`src/rtl/p2s_master_mch.sv`:
```
// ---------------------------------------------------------------------------
// p2s_master_mch
// Multi-channel parallel-to-serial master. NCH serial lines share one
// sclk/sld_n pair. Bit timing is paced by an external, asynchronous tick:
// every rising tick edge advances one half sclk period. A frame carries NBIT
// data bits per channel, LSB first, optionally followed by an even-parity
// bit (PAR=1). Return data on si is captured in the same frame and presented
// as parallel words with a one-cycle po_vld pulse and a per-channel parity
// check.
//
// Ports
//   clk, rst_n      system clock, asynchronous active-low reset
//   tick            bit-phase pacing strobe (asynchronous)
//   mode            1 = continuous while en=1, 0 = one-shot via start
//   en              continuous-mode enable
//   start           one-shot request pulse
//   pi              parallel transmit data, channel c = pi[c*NBIT +: NBIT]
//   si              serial return data (asynchronous)
//   so              serial transmit data
//   sclk, sld_n     shared serial clock and active-low frame sync
//   busy            request pending or frame running
//   frame_done      one-cycle pulse at the end of every frame
//   po, po_vld      captured return data and its update strobe
//   perr            per-channel parity error of the last frame
// ---------------------------------------------------------------------------
`timescale 1ns/1ps

module p2s_master_mch #(
  parameter int NBIT = 64,
  parameter int NCH  = 2,
  parameter int PAR  = 0
) (
  input  logic                clk,
  input  logic                rst_n,
  input  logic                tick,
  input  logic                mode,
  input  logic                en,
  input  logic                start,
  input  logic [NCH*NBIT-1:0] pi,
  input  logic [NCH-1:0]      si,
  output logic [NCH-1:0]      so,
  output logic                sclk,
  output logic                sld_n,
  output logic                busy,
  output logic                frame_done,
  output logic [NCH*NBIT-1:0] po,
  output logic                po_vld,
  output logic [NCH-1:0]      perr
);

  localparam int FLEN = NBIT + PAR;
  localparam int WCNT = ($clog2(2 * FLEN) < 1) ? 1 : $clog2(2 * FLEN);
  localparam logic [WCNT-1:0] CNT_LAST = WCNT'(2 * FLEN - 1);

  typedef enum logic {IDLE = 1'b0, RUN = 1'b1} state_t;

  state_t                state_q;
  logic [WCNT-1:0]       cnt_q;
  logic                  req_q;
  logic [2:0]            tick_q;
  logic [NCH-1:0]        si_s1_q;
  logic [NCH-1:0]        si_s2_q;
  logic [NCH*NBIT-1:0]   shadow_q;
  logic [FLEN-1:0]       cap_q [NCH];
  logic [FLEN-1:0]       cap_d [NCH];
  logic                  frame_done_q;
  logic                  po_vld_q;
  logic [NCH*NBIT-1:0]   po_q;
  logic [NCH-1:0]        perr_q;

  logic                  tick_pp;
  logic [WCNT-1:0]       bidx;
  logic [NCH-1:0]        so_dec;

  // Rising edge of the synchronised tick; only these cycles advance state.
  assign tick_pp = (tick_q[2:1] == 2'b01);
  // Two counter steps per bit: even = sclk low (launch), odd = sclk high.
  assign bidx    = cnt_q >> 1;

  always_comb begin : so_decode
    so_dec = '0;
    if (state_q == RUN) begin
      for (int c = 0; c < NCH; c++) begin
        for (int i = 0; i < NBIT; i++) begin
          if (bidx == WCNT'(i)) so_dec[c] = shadow_q[c*NBIT + i];
        end
        if ((PAR != 0) && (bidx == WCNT'(NBIT))) so_dec[c] = ^shadow_q[c*NBIT +: NBIT];
      end
    end
  end

  // Capture image including the bit sampled on the current edge, so that the
  // frame-end update of po sees the final bit without an extra cycle.
  always_comb begin : cap_next
    cap_d = cap_q;
    if ((state_q == RUN) && tick_pp && cnt_q[0]) begin
      for (int c = 0; c < NCH; c++) begin
        for (int i = 0; i < FLEN; i++) begin
          if (bidx == WCNT'(i)) cap_d[c][i] = si_s2_q[c];
        end
      end
    end
  end

  always_ff @(posedge clk or negedge rst_n) begin
    if (!rst_n) begin
      state_q      <= IDLE;
      cnt_q        <= '0;
      req_q        <= 1'b0;
      tick_q       <= '0;
      si_s1_q      <= '0;
      si_s2_q      <= '0;
      shadow_q     <= '0;
      for (int c = 0; c < NCH; c++) cap_q[c] <= '0;
      frame_done_q <= 1'b0;
      po_vld_q     <= 1'b0;
      po_q         <= '0;
      perr_q       <= '0;
    end else begin
      tick_q       <= {tick_q[1:0], tick};
      si_s1_q      <= si;
      si_s2_q      <= si_s1_q;
      cap_q        <= cap_d;
      frame_done_q <= 1'b0;
      po_vld_q     <= 1'b0;
      case (state_q)
        IDLE: begin
          if (tick_pp && ((mode && en) || req_q)) begin
            state_q  <= RUN;
            cnt_q    <= '0;
            shadow_q <= pi;
            req_q    <= 1'b0;
          end else if (!mode && start && !req_q) begin
            req_q <= 1'b1;
          end
        end
        RUN: begin
          if (tick_pp) begin
            if (cnt_q == CNT_LAST) begin
              frame_done_q <= 1'b1;
              po_vld_q     <= 1'b1;
              for (int c = 0; c < NCH; c++) begin
                po_q[c*NBIT +: NBIT] <= cap_d[c][NBIT-1:0];
                perr_q[c] <= (PAR != 0) && ((^cap_d[c][NBIT-1:0]) != cap_d[c][FLEN-1]);
              end
              cnt_q <= '0;
              // Back-to-back restart: no idle tick between frames.
              if (mode && en) shadow_q <= pi;
              else            state_q  <= IDLE;
            end else begin
              cnt_q <= cnt_q + 1'b1;
            end
          end
        end
        default: state_q <= IDLE;
      endcase
    end
  end

  assign so         = so_dec;
  assign sclk       = (state_q == RUN) && cnt_q[0];
  assign sld_n      = !((state_q == RUN) && (bidx == '0));
  assign busy       = req_q || (state_q == RUN);
  assign frame_done = frame_done_q;
  assign po         = po_q;
  assign po_vld     = po_vld_q;
  assign perr       = perr_q;

endmodule

```
`config.mk`:
```
export PLATFORM = sky130hd
export DESIGN_NAME = p2s_master_mch
export DESIGN_NICKNAME = d
export VERILOG_FILES = /design/src/rtl/p2s_master_mch.sv
export SDC_FILE = /design/constraint.sdc
export NUM_CORES = 1
export LEC_CHECK = 0
export CELL_PAD_IN_SITES_DETAIL_PLACEMENT = 0
export CELL_PAD_IN_SITES_GLOBAL_PLACEMENT = 1
export CORE_AREA = 5 5 153 265
export CTS_BUF_LIST = sky130_fd_sc_hd__clkbuf_8
export CTS_CLUSTER_DIAMETER = 200
export CTS_CLUSTER_SIZE = 14
export DETAILED_ROUTE_END_ITERATION = 8
export DIE_AREA = 0 0 158 270
export PLACE_DENSITY = 0.86
export SYNTH_ARGS = -nofsm -noshare
export SYNTH_HDL_FRONTEND = slang
export SYNTH_SLANG_ARGS = --single-unit
export TNS_END_PERCENT = 1
```
`constraint.sdc`:
```
create_clock -name clk -period 2.2 [get_ports clk]
set_clock_uncertainty 0.05 [all_clocks]
set_input_delay 0.22 -clock clk [delete_from_list [all_inputs] [get_ports clk]]
set_output_delay 0.22 -clock clk [all_outputs]
set_load 0.005 [all_outputs]
```
Yosys cells after proc, flatten, opt, wreduce, memory -nomap -nowiden
Cells that the tools add are included.
{"block": "word_totals", "inputBits": 136, "elab_cells": 378, "ff_bits": 401, "output_inout_bits": 137}
{"block": "classes", "muxes": 277, "n_addsub": 1, "eq_ne": 69, "bitwise_logic": 1, "n_reduce_logical": 19}
{"cell": "128-bit 2-to-1 mux", "count": 5}
{"cell": "1-bit 2-to-1 mux", "count": 265}
{"cell": "128-bit case mux with 2 select lines", "count": 1}
{"cell": "6-bit equality test (second input constant)", "count": 32}
{"cell": "6-bit by 5-bit equality test with 1-bit output (second input constant)", "count": 16}
{"cell": "6-bit by 4-bit equality test with 1-bit output (second input constant)", "count": 8}
{"cell": "6-bit by 3-bit equality test with 1-bit output (second input constant)", "count": 4}
{"cell": "7-bit 2-to-1 mux", "count": 3}
{"cell": "7-bit case mux with 2 select lines", "count": 1}
{"cell": "6-bit by 2-bit equality test with 1-bit output (second input constant)", "count": 2}
{"cell": "1-bit logical AND", "count": 8}
{"cell": "7-bit by 1-bit adder with 7-bit output (second input constant)", "count": 1}
{"cell": "7-bit equality test (second input constant)", "count": 1}
{"cell": "7-bit logical NOT", "count": 1}
{"cell": "6-bit by 1-bit equality test with 1-bit output (second input constant)", "count": 1}
{"cell": "2-bit by 1-bit inequality test with 1-bit output (second input constant)", "count": 3}
{"cell": "2-bit AND reduction", "count": 2}
{"cell": "4-bit AND reduction", "count": 1}
{"cell": "1-bit logical NOT", "count": 3}
{"cell": "3-bit AND reduction", "count": 1}
{"cell": "2-bit by 1-bit equality test with 1-bit output (second input constant)", "count": 1}
{"cell": "1-bit logical OR", "count": 2}
{"cell": "2-bit 2-to-1 mux", "count": 1}
{"cell": "2-bit inequality test (second input constant)", "count": 1}
{"cell": "other kinds (3)", "count": 3}

Longest topological paths before layout
Gate-level depths: netlist of run 1.
{"block": "depth", "ltp_word": 66, "ltp_mapped": 9, "depth_no_buf": 6}

Least setup slack after synthesis of run 1
OpenSTA, ideal clock, no wires.
{"block": "synth_path", "kind": "flip-flop to output port", "start": "reg cnt_q[1]", "end": "out so[0]", "path_buffers": 3, "stages_incl_launch_ff": 10, "arrival_time_ns": 1.801, "setup_slack_ns": 0.129, "required_ns": 1.930, "path_cell_list": "dfrtp_1 > buf_6 > buf_6 > buf_6 > mux2i_1 > nor3_1 > a2111oi_2 > a31oi_1 > o41ai_1 > a21oi_1"}
{"block": "synth_via", "elab_chain_cells": 66, "elab_cells_between_ends": 129, "classes_between": "eq/ne (63); mux (65); reduce/logical (1)"}
{"element": "start: declaration", "line": "58", "rtl": "logic [WCNT-1:0] cnt_q;"}
{"element": "start signal: assignment", "line": "151", "rtl": "cnt_q <= cnt_q + 1'b1;"}
{"element": "7-bit logical NOT", "line": "85", "rtl": "if (bidx == WCNT'(i)) so_dec[c] = shadow_q[c*NBIT + i];"}
{"element": "1-bit 2-to-1 mux (63 in a row)", "line": "85"}
{"element": "1-bit 2-to-1 mux (*)", "line": "85"}
{"element": "2-bit 2-to-1 mux (*)", "line": "82", "rtl": "if (state_q == RUN) begin"}
{"element": "end: declaration", "line": "41", "rtl": "output logic [NCH-1:0] so,"}
Every way passes the cells marked *; elsewhere a longest branch is shown, timed or not.

Worst setup path after layout of run 1
{"block": "layout_path", "start": "reg cnt_q[3]", "end": "out so[1]"}
Same word-level chain as after synthesis.

==> summary.txt, run 1 <==
Mapped Cells: 1212
min-delay worst type: in2reg
final worst-path cycle share: 140%
Setup Viol. Count Final: 268
fin nets: 1738
Final Power: 18.8 mW
final worst slack: -0.877 ns
failing checks: negative setup slack
worst slew pin tran: 0.746 ns
Final Hold Slack: 0.0500 ns
clock slew at reported path FFs: 0.10 ns
Seq cells post-synth: 401
Max-Cap Viols: 0
pin count of the biggest net entering global routing: 92
Pwr Density: 843 mW/mm^2
Via-to-Cell Ratio: 5.39
Worst R2R Path Depth: 10
Longest Clk Path Bufs: 3
Routed WL: 49.1 mm
Die H: 270 um
most frequent cells in the layout: 395 x dfrtp_1, 265 x clkdlybuf4s50_1, 258 x mux2_2
Port Buffers: 270
share of cells above drive strength 1: 34.6%
design area: 0.0223 mm^2
Relative slew margins: 50.2%
Hold Path Stages: 1
storage element area: 0.0100 mm^2
Max FO, Critical Path: 9
Setup crit end kind: output pin
synthesized cell area: 0.0169 mm^2
Via Count: 11300
Syn Area/Cell: 13.9 um^2
Worst Setup SP: cnt_q[3]$_DFFE_PN0P_
CTS tree: built
most common cell after layout, fill and taps aside: dfrtp_1
RSZ-0062 raised after global routing: true
post-route antenna net violation count: 0
min-delay src: tick
final hold vios: 0
die area: 0.0427 mm^2
grt ovf: 0
All-Layer GR Usage: 22.9%
vias in the first global route: 12600
first-pass GRT wire length: 74.2 mm
Avg WL per Cell: 23.4 um
status: finished with violations
Worst setup SP type: flip-flop
Pleak: 10.2 nW
Layout Utilization: 58.4%
post-synth top area share: 59.4%
dpl cells: 2024
DRC: 0
Area contributors post-synth: dfrtp_1 59%, mux2_2 18%, mux2_1 8.3%, nor2_1 1.5%, buf_2 1.1%
clk_lat worst skew: 0.57 ns
Distinct cells, synth: 68
global placer's final weighted congestion: 0.936
clk sinks: 401
Max VDD drop: 0.000476 V
CORE AREA: 0.0382 mm^2
sequential share of the synthesized area: 59.4%
WP data arrival: 2.81 ns
total CTS buffers: 34
Final Max Tran Viols: 0
clk root buf: clkbuf_8
TNS Setup: -78.23 ns
first-iteration detailed-routing DRC count: 442
Core Rows: 95
reg-to-reg startpoint: cnt_q[4]$_DFFE_PN0P_
post-route minimum period: 3.08 ns
Endpoint, Worst Hold: tick_q[0]$_DFF_PN0_
Crit Path Class: reg2out
final cell count without fillers: 2092
# IOs: 273
Starting Density: 44.3%
Place WS: -0.869 ns
H-Tree Depth: 2
area of the multi-input gates: 0.00677 mm^2
placed inst area: 0.0210 mm^2
synth warn: 0
fmax: 0.325 GHz
Post-synth EDFFs: 0
dpl hpwl: 36.6 mm
TritonRoute pass-1 iters: 4
r2r endpoint: po[17]$_DFFE_PN0P_
Area Overhead vs Synth: 31.8%
asr flop ratio synth: 100%
initial antenna violation count: 1
WP data required: 1.93 ns
prevailing post-synth register cell: dfrtp_1
R2R Setup Slk: -0.36 ns
width of the chip: 158 um
largest area contributor in the synthesized netlist: dfrtp_1
Fill cells: 3112
==> critical path, stage by stage (launching register included) <==
cell and delay [ns]:
dfrtp_2 0.42, buf_6 0.12, buf_6 0.13, buf_6 0.14, and3b_1 0.18, o31ai_1 0.28
o2111ai_1 0.24, a21oi_2 0.19, a2111oi_2 0.08, a211o_1 0.30, buf_2 0.14
==> synth_stat cells, drive strengths merged (2+ instances only) <==
library cell and number:
nor2 68, o22ai 7, clkbuf 20, nand2b 5
nor3b 2, mux2 393, nand2 48, o21ai 23
o311ai 2, nand3 25, a31oi 5, a2111oi 4
and3b 2, a22oi 4, a21o 5, a22o 3
o32ai 4, and2 5, a222oi 2, a41oi 2
dfrtp 401, nand4b 2, inv 10, mux2i 15
and3 9, nand4 4, o2111ai 2, a311oi 2
nor3 14, o31ai 3, and2b 2, buf 63
nand3b 4, a21oi 19, nor4 2, a32oi 6
nor2b 10
==> flip-flops by register name, indices dropped and copies added (netlist names) <==
| name | count |
|---|---|
| state_q | 1 |
| si_s2_q | 2 |
| cnt_q | 7 |
| si_s1_q | 2 |
| tick_q | 3 |
| po | 128 |
| shadow_q | 128 |
| req_q | 1 |
| po_vld | 1 |
| cap_q | 128 |
==> cell families after synthesis <==
group / after synthesis / share of synthesized area (%)
other: 1 / 0.0222
AND/OR/NAND/NOR: 210 / 6.37
flip-flops: 401 / 59.4
buffers and inverters: 93 / 3.08
adder cells (fa/ha/maj): 1 / 0.0740
multiplexers: 409 / 27.2
AO/OA/AOI/OAI: 97 / 3.89
==> what timing repair did <==
action / in CTS / in global routing
hold endpoints to repair: 311 / 0
resized for setup: 60 / 88
hold buffers: 2 / 0
pin swaps: 10 / 24
cloned: 0 / 1
setup buffers: 16 / 12
setup endpoints to repair: 305 / 297
==> layer usage <==
metal	up-vias	wire length (um)	share of wire [%]	GRT usage, %
li1	5068	-	-	-
met1	5792	17400	36	25.1
met2	290	26400	54	41.3
met3	131	1980	4.0	3.46
met4	0	3270	6.7	12.9
met5	-	0	0	0
==> final cells by class <==
cell class / count / area share [%]
flip-flops and latches: 401 / 45.1
multi-input cells: 720 / 30.4
inverters: 10 / 0.202
clock inverters: 6 / 0.163
well taps: 485 / 2.72
diodes: 1 / 0.0112
repair buffers: 434 / 19.3
clock buffers: 35 / 2.16
==> worst max-delay path by stage <==
stage	endpoint	cells after the start
2_1_floorplan	so[0]	9
3_3_place_gp	so[1]	10
3_5_place_dp	so[1]	8
4_1_cts	so[1]	10
5_1_grt	so[1]	10
6_report	so[1]	10
==> where the power goes <==
group          internal [mW]  switching, mW
logic                   3.05           2.76
clock network           1.46           2.32
registers               8.41          0.771
total                   12.9           5.86
(Power assumes the default switching activity.)
==> run 2, diff against run 1 <==
CTS_CLUSTER_SIZE = 28   (was 14)
==> run 2 against run 1 <==
  * Via count is 0.37% lower
  * Sequential share of layout area shrank 0.068 points
  * Setup slack better by 0.0010 ns
  * Largest cell class unchanged
  * Power decreased by 3.9%
  * Sequential power about the same
  * Core utilization is 0.089 points higher
  * The flow still finishes with violations (negative setup slack)
  * Non-clock buffer count up 13
  * Combinational power grew 1%
==> summary.txt, run 2 (synthesized netlist as in run 1, its figures left out) <==
most common cell after layout, fill and taps aside: dfrtp_1
TritonRoute pass-1 iters: 5
Core Rows: 95
critical path, cell by cell: buf_2 > buf_4 > and3b_1 > o31ai_1 > o2111ai_1 > a21oi_2 > a2111oi_2 > a211o_1 > buf_2
fin nets: 1734
TNS Setup: -88.48 ns
status: finished with violations
All-Layer GR Usage: 22.7%
clk_lat worst skew: 0.60 ns
Worst path most repeated cell: buf_2
design area: 0.0223 mm^2
fmax: 0.325 GHz
RSZ-0062 raised after global routing: true
Max-Cap Viols: 0
area of the multi-input gates: 0.00688 mm^2
pin count of the biggest net entering global routing: 92
first-pass GRT wire length: 73.8 mm
Via-to-Cell Ratio: 5.39
post-route minimum period: 3.08 ns
dpl hpwl: 36.6 mm
Pwr Density: 809 mW/mm^2
WP data required: 1.93 ns
Port Buffers: 270
first-iteration detailed-routing DRC count: 490
Worst setup SP type: flip-flop
Place WS: -0.869 ns
Worst R2R Path Depth: 10
storage element area: 0.0100 mm^2
Starting Density: 44.3%
min-delay worst type: in2async
Area Overhead vs Synth: 32.0%
placed inst area: 0.0210 mm^2
Final Hold Slack: 0.0676 ns
Setup crit end kind: output pin
final worst slack: -0.876 ns
reg-to-reg startpoint: cnt_q[4]$_DFFE_PN0P_
Relative slew margins: 50.4%
Die H: 270 um
# IOs: 273
Avg WL per Cell: 23.7 um
worst slew pin tran: 0.743 ns
clk sinks: 401
share of cells above drive strength 1: 34.4%
initial antenna violation count: 1
Routed WL: 49.5 mm
Max VDD drop: 0.000570 V
most frequent cells in the layout: 395 x dfrtp_1, 266 x clkdlybuf4s50_1, 228 x mux2_2
crit-path max cell delay: 0.45 ns
WP data arrival: 2.81 ns
Critical Path Slowest Stage Cell: dfrtp_2
r2r endpoint: po[40]$_DFFE_PN0P_
Crit Path Class: reg2out
Longest Clk Path Bufs: 3
Layout Utilization: 58.5%
post-route antenna net violation count: 0
final worst-path cycle share: 140%
grt ovf: 0
global placer's final weighted congestion: 0.936
DRC: 0
clock slew at reported path FFs: 0.17 ns
final hold vios: 0
Fill cells: 3094
vias in the first global route: 12500
Via Count: 11200
failing checks: negative setup slack
die area: 0.0427 mm^2
width of the chip: 158 um
CTS tree: built
clk root buf: clkbuf_8
R2R Setup Slk: -0.42 ns
Setup Viol. Count Final: 268
H-Tree Depth: 1
Pleak: 10.2 nW
CORE AREA: 0.0382 mm^2
Final Max Tran Viols: 0
Max FO, Critical Path: 9
total CTS buffers: 18
run 2: cell count changes in the layout (fill, tap and decap cells not counted), moves of 5 or more:
cell / delta
mux2_2: -30
clkbuf_8: -16
mux2_4: +31
buf_6: -5
buf_4: +12
run 2: what timing repair did:
item	in CTS	in global routing
hold buffers	4	0
setup buffers	14	19
pin swaps	13	22
cloned	0	3
setup endpoints to repair	311	321
hold endpoints to repair	404	0
gates resized for setup	82	97
run 2: worst max-delay path, delay by kind of cell, from the launching register on:
family | cells | cell delay, ns
compound gates | 5 | 1.08
buf+inv | 3 | 0.50
simple gates | 1 | 0.18
flops | 1 | 0.45
run 2: power by group:
part / total (mW) / switching (mW) / internal (mW)
registers: 9.19 / 0.787 / 8.41
logic: 5.88 / 2.76 / 3.12
clock network: 2.97 / 2.15 / 0.822
run 2: metal layers:
layer / routed length, um / track usage [%]
met5: 0 / 0
met4: 3050 / 11.9
met3: 2100 / 2.93
met2: 26600 / 41.2
met1: 17800 / 25.4
run 2: through the flow:
stage,total power [mW],cells
final,18.0,2086
after global routing,18.9,2086
after CTS,17.6,2064
after detailed placement,14.3,2024
after global placement,14.2,2024
after floorplan,11.6,1213
run 2: how the worst max path moves through the flow:
stage	from	slack (ns)	endpoint	cells after the start
floorplan	cnt_q[1]$_DFFE_PN0P_	0.13	so[0]	9
global placement	cnt_q[2]$_DFFE_PN0P_	-0.83	so[1]	10
detailed placement	cnt_q[1]$_DFFE_PN0P_	-0.87	so[1]	8
CTS	cnt_q[1]$_DFFE_PN0P_	-0.94	so[1]	9
global route	cnt_q[2]$_DFFE_PN0P_	-1.01	so[0]	12
finish	cnt_q[3]$_DFFE_PN0P_	-0.88	so[1]	9
run 2: layout make-up:
cell class / count / share of cell area (%)
Clock buffer: 19 / 1.17
Timing Repair Buffer: 447 / 19.9
Antenna cell: 1 / 0.0112
Sequential cell: 401 / 45.0
Tap cell: 485 / 2.72
Multi-Input combinational cell: 719 / 30.8
Clock inverter: 4 / 0.140
Inverter: 10 / 0.191
